**src/rtl/cpe_weight_loader_pkg.sv**
```systemverilog
// Shared constants and FSM encoding for the compensation weight loader.
// The drain length is derived from the memory read latency.
package cpe_weight_loader_pkg;

  localparam int CPE_WEIGHT_WIDTH = 4;
  localparam int MEM_RD_LATENCY   = 1;
  localparam int OUT_REG_STAGES   = 1;
  // Cycles from the last read until its beat has been presented to the columns.
  localparam int DRAIN_CYCLES     = MEM_RD_LATENCY + OUT_REG_STAGES;

  typedef enum logic [1:0] {
    IDLE,
    READ,
    DRAIN,
    DONE
  } state_t;

endpackage

```
**src/rtl/cpe_weight_loader.sv**
```systemverilog
// Streams one compensation weight tile, farthest row first, into the tops of
// the CPE shift columns. It raises busy for the whole load and pulses done at the end.
module cpe_weight_loader
  import cpe_weight_loader_pkg::*;
#(
  parameter int ROWS       = 8,
  parameter int COLS       = 8,
  parameter int ADDR_WIDTH = 8
) (
  input  logic                               clk,
  input  logic                               rst_n,
  input  logic                               start,
  input  logic [ADDR_WIDTH-1:0]              base_addr,
  output logic                               mem_rd_en,
  output logic [ADDR_WIDTH-1:0]              mem_addr,
  input  logic [CPE_WEIGHT_WIDTH*COLS-1:0]   mem_rdata,
  output logic [CPE_WEIGHT_WIDTH*COLS-1:0]   comp_weight,
  output logic                               comp_weight_valid,
  output logic                               busy,
  output logic                               done
);

  localparam int K_W = $clog2(ROWS + 1);
  localparam int D_W = $clog2(DRAIN_CYCLES + 1);
  localparam logic [K_W-1:0]        ROWS_K    = K_W'(ROWS);
  localparam logic [D_W-1:0]        DRAIN_END = D_W'(DRAIN_CYCLES - 1);
  localparam logic [ADDR_WIDTH-1:0] TOP_ROW   = ADDR_WIDTH'(ROWS - 1);

  state_t                    state;
  logic [ADDR_WIDTH-1:0]     base_q;
  logic [K_W-1:0]            k;
  logic [D_W-1:0]            drain_cnt;
  logic [MEM_RD_LATENCY-1:0] rd_pipe;

  // k counts rows already issued; the first read leaves on the accepting
  // edge so that the memory strobe and address come straight from flops.
  // NOTE: every sequential block uses non-blocking assignments so that all
  // flops sample their inputs from the same edge, independent of statement order.
  always_ff @(posedge clk or negedge rst_n) begin
    if (!rst_n) begin
      state     <= IDLE;
      base_q    <= '0;
      k         <= '0;
      drain_cnt <= '0;
      mem_rd_en <= 1'b0;
      mem_addr  <= '0;
      busy      <= 1'b0;
      done      <= 1'b0;
    end else begin
      case (state)
        IDLE: begin
          if (start) begin
            base_q    <= base_addr;
            k         <= K_W'(1);
            mem_rd_en <= 1'b1;
            mem_addr  <= base_addr + TOP_ROW;
            busy      <= 1'b1;
            state     <= READ;
          end
        end
        READ: begin
          if (k == ROWS_K) begin
            mem_rd_en <= 1'b0;
            drain_cnt <= '0;
            state     <= DRAIN;
          end else begin
            // Address arithmetic wraps modulo 2^ADDR_WIDTH.
            mem_addr <= base_q + TOP_ROW - ADDR_WIDTH'(k);
            k        <= k + 1'b1;
          end
        end
        DRAIN: begin
          if (drain_cnt == DRAIN_END) begin
            busy  <= 1'b0;
            done  <= 1'b1;
            state <= DONE;
          end else begin
            drain_cnt <= drain_cnt + 1'b1;
          end
        end
        DONE: begin
          done  <= 1'b0;
          state <= IDLE;
        end
        default: state <= IDLE;
      endcase
    end
  end

  // NOTE: the weight register is reset as well, because the columns see
  // comp_weight directly and an aborted load must leave the outputs at zero.
  always_ff @(posedge clk or negedge rst_n) begin
    if (!rst_n) begin
      rd_pipe           <= '0;
      comp_weight       <= '0;
      comp_weight_valid <= 1'b0;
    end else begin
      rd_pipe           <= (rd_pipe << 1) | MEM_RD_LATENCY'(mem_rd_en);
      comp_weight_valid <= rd_pipe[MEM_RD_LATENCY-1];
      if (rd_pipe[MEM_RD_LATENCY-1]) begin
        comp_weight <= mem_rdata;
      end
    end
  end

endmodule
```
**config.mk**
```make
export PLATFORM = sky130hd
export DESIGN_NAME = cpe_weight_loader
export DESIGN_NICKNAME = d
export VERILOG_FILES = /design/src/rtl/cpe_weight_loader_pkg.sv /design/src/rtl/cpe_weight_loader.sv
export SDC_FILE = /design/constraint.sdc
export NUM_CORES = 1
export LEC_CHECK = 0
export CAP_MARGIN = 20
export CORE_ASPECT_RATIO = 0.7
export CORE_MARGIN = 4
export CORE_UTILIZATION = 47
export CTS_CLUSTER_DIAMETER = 100
export DETAILED_ROUTE_END_ITERATION = 6
export GPL_TIMING_DRIVEN = 0
export PLACE_DENSITY = 0.83
export SETUP_SLACK_MARGIN = 0.15
export SKIP_CTS_REPAIR_TIMING = 1
export SYNTH_ARGS = -nofsm -noshare
export SYNTH_HDL_FRONTEND = slang
export SYNTH_SLANG_ARGS = --single-unit
export TNS_END_PERCENT = 1
```
**constraint.sdc**
```tcl
create_clock -name clk -period 3 [get_ports clk]
set_input_delay 0.6 -clock clk [delete_from_list [all_inputs] [get_ports clk]]
set_output_delay 0.6 -clock clk [all_outputs]
set_load 0.05 [all_outputs]
```
==> Word level (Yosys, flattened, before mapping) <==
Index checks and enable logic that the tools add are counted.
{ "totals": {"input_bits": 43, "out_inout_bits": 44, "regBits": 61, "wordCells": 58} }
{ "op_classes": {"muxes": 20, "n_reduce_logical": 12, "add_sub_neg": 5, "n_eq_ne": 10} }
{ "op_table": {"columns": ["op", "count"], "rows": [
  ["adder 8 x 3 -> 8 bit, second input constant", 2],
  ["two-way mux 8 bit", 2],
  ["one-hot mux 8 bit (2 select lines)", 1],
  ["AND reduction 3 bit", 5],
  ["two-way mux 2 bit", 5],
  ["!= test 2 bit, second input constant", 5],
  ["two-way mux 4 bit", 2],
  ["one-hot mux 2 bit (4 select lines)", 1],
  ["one-hot mux 4 bit (2 select lines)", 1],
  ["nonzero test 2 bit", 4],
  ["subtractor 8 x 4 -> 8 bit", 1],
  ["one-hot mux 1 bit (2 select lines)", 3],
  ["adder 4 x 1 -> 4 bit, second input constant", 1],
  ["== test 2 x 1 -> 1 bit, second input constant", 2],
  ["== test 2 bit, second input constant", 2],
  ["== test 4 bit, second input constant", 1],
  ["two-way mux 1 bit", 4],
  ["one-hot mux 2 bit (2 select lines)", 1],
  ["AND reduction 2 bit", 2],
  ["adder 2 x 1 -> 2 bit, second input constant", 1],
  ["zero test 2 bit", 1]
]} }

==> Logic depth before layout (Yosys ltp) <==
Gate-level depths: netlist (run 1).
{ "logic_depth": {"ltp_word": 4, "mapped_depth": 9, "mapped_depth_nobuf": 9} }

==> Worst setup path after synthesis (run 1) <==
OpenSTA, ideal clock, no wires.
{ "synth_timing": {"path_type": "register to register", "start": "register k[1]", "end": "register mem_addr[7]", "stages_incl_launch_ff": 10, "t_arrival_ps": 2209, "setup_time_ps": 80, "required_time_ps": 2920, "synth_period_minus_slack_ps": 2289, "path_slack_ps": 711, "n_path_buf": 0, "cell_sequence": "dfrtp_1 inv_1 ha_1 ha_1 fa_1 a211o_1 o211ai_1 a21oi_1 o41a_1 o211ai_2"} }
{ "synth_via": {"elab_chain_cells": 3, "elab_cells_between_ends": 6, "cone_classes": "1 x add/sub; 2 x eq/ne; 2 x mux; 1 x reduce/logical"} }
{ "synth_lines": {"columns": ["item", "line", "text"], "rows": [
  ["from (decl)", "cpe_weight_loader.sv:31", "logic [K_W-1:0] k;"],
  ["from (signal assigned)", "cpe_weight_loader.sv:69", "k <= k + 1'b1;"],
  ["subtractor 8 x 4 -> 8 bit or == test 4 bit (tied branches)", "cpe_weight_loader.sv:68, cpe_weight_loader.sv:62", null],
  ["two-way mux 8 bit or != test 2 bit (tied branches)", null, null],
  ["one-hot mux 8 bit (2 select lines) or AND reduction 3 bit (tied branches)", null, null],
  ["to (signal assigned)", "cpe_weight_loader.sv:56", "mem_addr <= base_addr + TOP_ROW;"],
  ["to (signal assigned)", "cpe_weight_loader.sv:68", "mem_addr <= base_q + TOP_ROW - ADDR_WIDTH'(k);"],
  ["to (decl)", "cpe_weight_loader.sv:15", "output logic [ADDR_WIDTH-1:0] mem_addr,"]
]} }
Several ways; a longest one is shown, not always the timed one. The select of a mux whose other input is x is not followed.
A chain may end at the register's enable or synchronous reset.

==> Worst setup path in the final report (run 1) <==
Same ends and word-level chain as after synthesis.

==> results of run 1 <==
worst min path at each step:
stage | to | startpoint | slack [ns] | cells after the start
finish | comp_weight[20]$_DFFE_PN0P_ | rst_n | 0.25 | 1
global route | comp_weight[20]$_DFFE_PN0P_ | rst_n | 0.28 | 1
CTS | comp_weight[20]$_DFFE_PN0P_ | rst_n | 0.26 | 1
detailed placement | comp_weight_valid$_DFF_PN0_ | rd_pipe$_DFF_PN0_ | 0.36 | 0
global placement | comp_weight_valid$_DFF_PN0_ | rd_pipe$_DFF_PN0_ | 0.36 | 0
floorplan | base_q[0]$_DFFE_PN0P_ | rst_n | 0.30 | 0
cells in the mapped netlist:
cell type	number	area, um2
xor2_1	4	35.0
a31oi_1	1	6.26
a211o_1	1	8.76
mux2i_1	3	30.0
nand2b_1	2	12.5
o32a_1	1	10.0
nor3_1	4	20.0
ha_1	18	225
a22oi_1	2	15.0
buf_2	5	25.0
buf_6	1	11.3
nor4b_1	2	17.5
o21ai_1	5	25.0
nand4_1	3	18.8
mux2_2	38	428
a41o_1	1	10.0
nor2b_1	1	6.26
a21o_1	2	15.0
nand3_1	1	5.00
inv_1	17	63.8
o21a_1	1	7.51
o311ai_1	1	8.76
xnor2_1	6	52.6
a211oi_1	3	22.5
o41a_1	1	11.3
o211ai_1	2	15.0
o211ai_2	1	12.5
a21oi_2	1	8.76
a21oi_1	10	50.1
fa_1	1	20.0
nor2_1	15	56.3
o21ai_0	17	85.1
and3b_1	1	8.76
clkbuf_1	5	18.8
o221ai_1	2	17.5
nand2_1	22	82.6
dfrtp_1	61	1530
flip-flops by register name, indices dropped and copies added, names as in the netlist:
signal	flops
comp_weight_valid	1
mem_addr	8
base_q	8
k	4
done	1
rd_pipe	1
mem_rd_en	1
drain_cnt	2
state	2
busy	1
comp_weight	32
stage by stage:
stage	util	instance area, um2	std cells	worst slack (ns)	total power [mW]
after detailed placement	0.638	3970	427	0.573	3.10
after global placement	0.636	3950	426	-0.647	3.03
after CTS	0.670	4170	442	0.556	3.84
after floorplan	-	2990	262	0.711	2.55
after global routing	0.670	4170	442	0.482	4.10
final	0.670	4170	442	0.549	3.80
worst max-delay path: cells and delay by family, from the launching register on:
kind	cells	cell delay (ns)
AO/OA/AOI/OAI	5	0.94
adder cells (fa/ha/maj)	3	0.93
buffers and inverters	1	0.10
flip-flops	1	0.41
placed cells by master (no fill, tap or decap), types with 2 or more instances in the layout:
master           synthesis  layout
a211oi_1                 3       3
a21o_1                   2       2
a21oi_1                 10      10
a22oi_1                  2       2
buf_2                    5       6
clkbuf_1                 5       5
clkbuf_8                 0      11
clkdlybuf4s50_1          0      85
clkinv_2                 0       2
dfrtp_1                 61      61
ha_1                    18      18
inv_1                   17      17
mux2_2                  38      38
mux2i_1                  3       3
nand2_1                 22      22
nand2b_1                 2       2
nand4_1                  3       3
nor2_1                  15      15
nor3_1                   4       4
nor4b_1                  2       2
o211ai_1                 2       2
o21ai_0                 17      17
o21ai_1                  5       5
o221ai_1                 2       2
xnor2_1                  6       6
xor2_1                   4       4
metal layers:
layer,GRT usage,part of all wire
met3,0.0565,0.088
met2,0.287,0.44
met1,0.246,0.47
met4,0.0474,0.0044
met5,0,0
area by class of cell:
type,instances,area [um2]
Fill cell,502,2050
Clock inverter,4,47.5
Tap cell,78,97.6
Inverter,17,63.8
Clock buffer,11,151
Multi-Input combinational cell,173,1350
Buffer,11,55.1
Timing Repair Buffer,87,876
Sequential cell,61,1530
cell families after synthesis:
group,count (synthesis)
xor gates and xnor gates,10
adders and majority gates,19
muxes,41
AOI/OAI and AO/OA,52
buffers and inverters,28
and+or+nand+nor,51
DFF,61
power by group:
group	internal, mW	total, mW	switching, mW
sequential	1.03	1.17	0.133
clock	0.421	0.724	0.303
combinational	0.769	1.92	1.15
total	2.22	3.80	1.58
==> impl_metrics.ini, run 1 <==
[outcome]
status = finished clean

[finish]
drive_gt1_frac = 0.173
antenna_cells = 0
nets = 422
areaGrowthSynthToFinish_pct = 39.2

[grt]
antenna_found_initial = 0
grtUsageTotal = 0.182
grt_max_degree = 40
grt_pass1_wl_um = 10800
overflow = 0
grt_pass1_vias = 2299

[sta]
final.setup_skew_ns = 0.00842
slew_headroom = 0.621
setup_tns_ns = 0
hold_ws_ns = 0.252
min_period_over_period = 0.817
grt_setup_unrepaired = false
setup_viol = 0
max_freq_ghz = 0.408
tightestPinTransition_ns = 0.569
period_minus_slack_ns = 2.45
slew_violations = 0
hold_viol = 0

[yosys]
synth_top_family_by_area = multiplexers
seq_area_frac_synth = 0.510
synth_xor_area_frac = 0.0293
avgSynthCellArea_um2 = 11.4
syn_nets = 324
syn_inst = 262
ys_warn_count = 0
ys_seq_elements = 61
ys_types = 37
synth_compound_area_frac = 0.110
synth_simple_gate_area_frac = 0.0761
synthAdderAreaFrac = 0.0819
synth_mux_area_frac = 0.153
syn-cell-area_um2 = 2990

[floorplanning]
core_area_um2 = 6220
initial_core_util = 0.481
rows = 24
io_pins = 87
die_w_um = 103
die_area_um2 = 7730
die_y_um = 74.8

[worst_setup_path]
cp_slowest_cell = dfrtp_1
crit_top_cell = ha_1
required_ns = 3.26
cp_cell_sequence = inv_1, ha_1, ha_1, fa_1, a211o_1, o211ai_1, a21oi_1, o41a_1, o211ai_2
arrival_ns = 2.71
cpPeakStageDelay_ns = 0.41
critical_path_class = flip-flop to flip-flop
end_kind = flip-flop
critPathLaunch = k[1]$_DFFE_PN0P_
r2r-end = mem_addr[7]$_DFFE_PN0P_
endpoint = mem_addr[7]$_DFFE_PN0P_
crit_path_start_kind = flip-flop
reg2reg_from = k[1]$_DFFE_PN0P_
path_max_fanout = 5
worst-r2r-setup-slack_ns = 0.55
rr_worst_depth = 9

[placed_design]
hpwl_um = 5350
place.gp.congestion = 0.863
portBuffers = 86

[power]
ir_drop_mv = 0.580
p_leak_nw = 1.82
p_per_area_nw_per_um2 = 913

[run]
maxCapViolations = 0

[drt]
drtPass1Iterations = 4
antenna_left = 0
vias = 2268
wl_um = 6660
via_per_inst = 5.13
drc = 0
wl_per_cell_um = 15.1
drt_first_iter_violations = 84

[cts]
htree_levels = 3
cts.sinks = 61
cts_buffer_depth = 2
clock_latency_ns = 0.33
clk_pin_slew_ns = 0.07
cts_made_buffers = 9
cts-root-buf = clkbuf_8
tritoncts = yes

[worst_hold_path]
hp-class = primary input to async pin
(Power assumes the default switching activity.)
==> run 2, diff against run 1 <==
--- a/config.mk
+++ b/config.mk
@@ -8,11 +8,11 @@
 export CAP_MARGIN = 20
 export CORE_ASPECT_RATIO = 0.7
 export CORE_MARGIN = 4
-export CORE_UTILIZATION = 47
+export CORE_UTILIZATION = 43
 export CTS_CLUSTER_DIAMETER = 100
 export DETAILED_ROUTE_END_ITERATION = 6
 export GPL_TIMING_DRIVEN = 0
-export PLACE_DENSITY = 0.83
+export PLACE_DENSITY = 0.8
 export SETUP_SLACK_MARGIN = 0.15
 export SKIP_CTS_REPAIR_TIMING = 1
 export SYNTH_ARGS = -nofsm -noshare
==> constraint.sdc (replaced) <==
create_clock -name clk -period 2.2 [get_ports clk]
set_input_delay 0.44 -clock clk [delete_from_list [all_inputs] [get_ports clk]]
set_output_delay 0.44 -clock clk [all_outputs]
set_load 0.05 [all_outputs]
==> impl_metrics.ini, run 2 (same netlist as run 1, synthesis figures left out) <==
[finish]
nets = 427
antenna_cells = 0
drive_gt1_frac = 0.219
reg_top3 = comp_weight: 32 flops, base_q: 8 flops, mem_addr: 8 flops
largest_reg_flops = 32
areaGrowthSynthToFinish_pct = 44.0
layout_common_cells = 84 x clkdlybuf4s50_1, 61 x dfrtp_1, 38 x mux2_2, 22 x nand2_1, 16 x o21ai_0
layout_commonest_cell = clkdlybuf4s50_1
regMostFlops = comp_weight

[sta]
final.setup_skew_ns = 0.00711
min_period_over_period = 1.03
hold_viol = 0
grt_setup_unrepaired = true
setup_viol = 1
slew_headroom = 0.627
setup_tns_ns = -0.0758
tightestPinTransition_ns = 0.560
slew_violations = 0
max_freq_ghz = 0.439
setup_slack_ns = -0.0758
period_minus_slack_ns = 2.28

[cts]
clock_latency_ns = 0.34
clk_pin_slew_ns = 0.07
cts.sinks = 61
cts_buffer_depth = 2
htree_levels = 3
tritoncts = yes
cts-root-buf = clkbuf_8
cts_made_buffers = 9

[floorplanning]
core_area_um2 = 6760
die_w_um = 108
io_pins = 87
initial_core_util = 0.443
die_y_um = 77.8
rows = 25
die_area_um2 = 8380

[worst_hold_path]
hp-class = primary input to async pin

[outcome]
failed_checks = setup timing
status = complete, but fails checks

[placed_design]
place.gp.congestion = 0.851
portBuffers = 86
hpwl_um = 5230

[power]
power_frac_clock = 0.194
pwr-share-seq = 0.284
p_leak_nw = 1.85
switchingPower_mw = 2.34
switching_share = 0.416
combPwrFrac = 0.522
ir_drop_mv = 0.915
p_per_area_nw_per_um2 = 1300
p_total_mw = 5.62
p_int_mw = 3.29

[worst_setup_path]
crit_path_start_kind = flip-flop
critical_path_class = flip-flop to flip-flop
arrival_ns = 2.54
required_ns = 2.47
path_max_fanout = 4
end_kind = flip-flop

[grt]
grtUsageTotal = 0.167
grt_pass1_wl_um = 11000
grt_max_degree = 42
antenna_found_initial = 0
overflow = 0
grt_pass1_vias = 2281

[drt]
wl_per_cell_um = 14.8
vias = 2315
drtPass1Iterations = 4
drt_first_iter_violations = 87
wl_um = 6870
antenna_left = 0
via_per_inst = 4.99
drc = 0

[run]
maxCapViolations = 0
## run 2: cell types whose count changed in the layout (fill, tap and decap cells not counted), sizes merged
cell,delta
buf,+5
clkbuf,-2
bufinv,+1
clkdlybuf4s50,-1
clkinv,+1
dlymetal6s2s,+1
inv,+1
## run 2: critical path, stage by stage (launching register included)
cell	delay [ns]
dfrtp_1	0.43
inv_2	0.11
ha_4	0.21
ha_4	0.17
fa_2	0.38
a211o_1	0.28
o211ai_1	0.13
a21oi_2	0.09
o41a_1	0.34
o211ai_2	0.07
## run 2: metal layers
layer / vias to the layer above / GRT usage / share of wire
met4: 0 / 0.0378 / 0.0087
met2: 96 / 0.245 / 0.41
met1: 1082 / 0.237 / 0.49
met3: 9 / 0.0599 / 0.087
li1: 1128 / - / -
met5: - / 0 / 0
## run 2: through the flow
step / cell area [um2] / setup WS (ns) / util / hold WS (ns) / cells
after global placement: 3980 / -1.26 / 0.589 / 0.354 / 442
after detailed placement: 3990 / -0.177 / 0.591 / 0.362 / 443
final: 4310 / -0.0758 / 0.638 / 0.0646 / 464
after global routing: 4310 / -0.193 / 0.638 / 0.0823 / 464
after CTS: 4210 / -0.186 / 0.624 / 0.0607 / 459
after floorplan: 3000 / 0.00815 / - / 0.144 / 262
## run 2: layout make-up
| cell class | count | area, um2 |
|---|---|---|
| buffer | 11 | 55.1 |
| sequential | 61 | 1530 |
| inverter | 17 | 63.8 |
| clock inverter | 7 | 98.8 |
| fill | 540 | 2450 |
| clock buffer | 9 | 124 |
| multi-input combinational | 173 | 1410 |
| timing repair buffer | 92 | 916 |
| tap | 94 | 118 |
## run 2: path summary, 6_finish.rpt
check	from	to	slack, ns	cells past startpoint
worst min-delay path	rst_n	comp_weight[14]$_DFFE_PN0P_	0.06	1
min in group clk	rd_pipe$_DFF_PN0_	comp_weight_valid$_DFF_PN0_	0.38	0
worst min register to register	rd_pipe$_DFF_PN0_	comp_weight_valid$_DFF_PN0_	0.38	0
max in group asynchronous	rst_n	base_q[0]$_DFFE_PN0P_	1.55	2
worst max register to register	k[1]$_DFFE_PN0P_	mem_addr[7]$_DFFE_PN0P_	-0.08	9
worst max-delay path	k[1]$_DFFE_PN0P_	mem_addr[7]$_DFFE_PN0P_	-0.08	9
## run 2: power by group through the flow
| stage | logic, mW | clock network, mW | registers (mW) |
|---|---|---|---|
| floorplan | 1.44 | 0 | 2.05 |
| global placement | 2.56 | 0 | 1.60 |
| detailed placement | 2.64 | 0 | 1.61 |
| CTS | 2.66 | 1.13 | 1.59 |
| global route | 3.20 | 1.18 | 1.64 |
| finish | 2.93 | 1.09 | 1.60 |
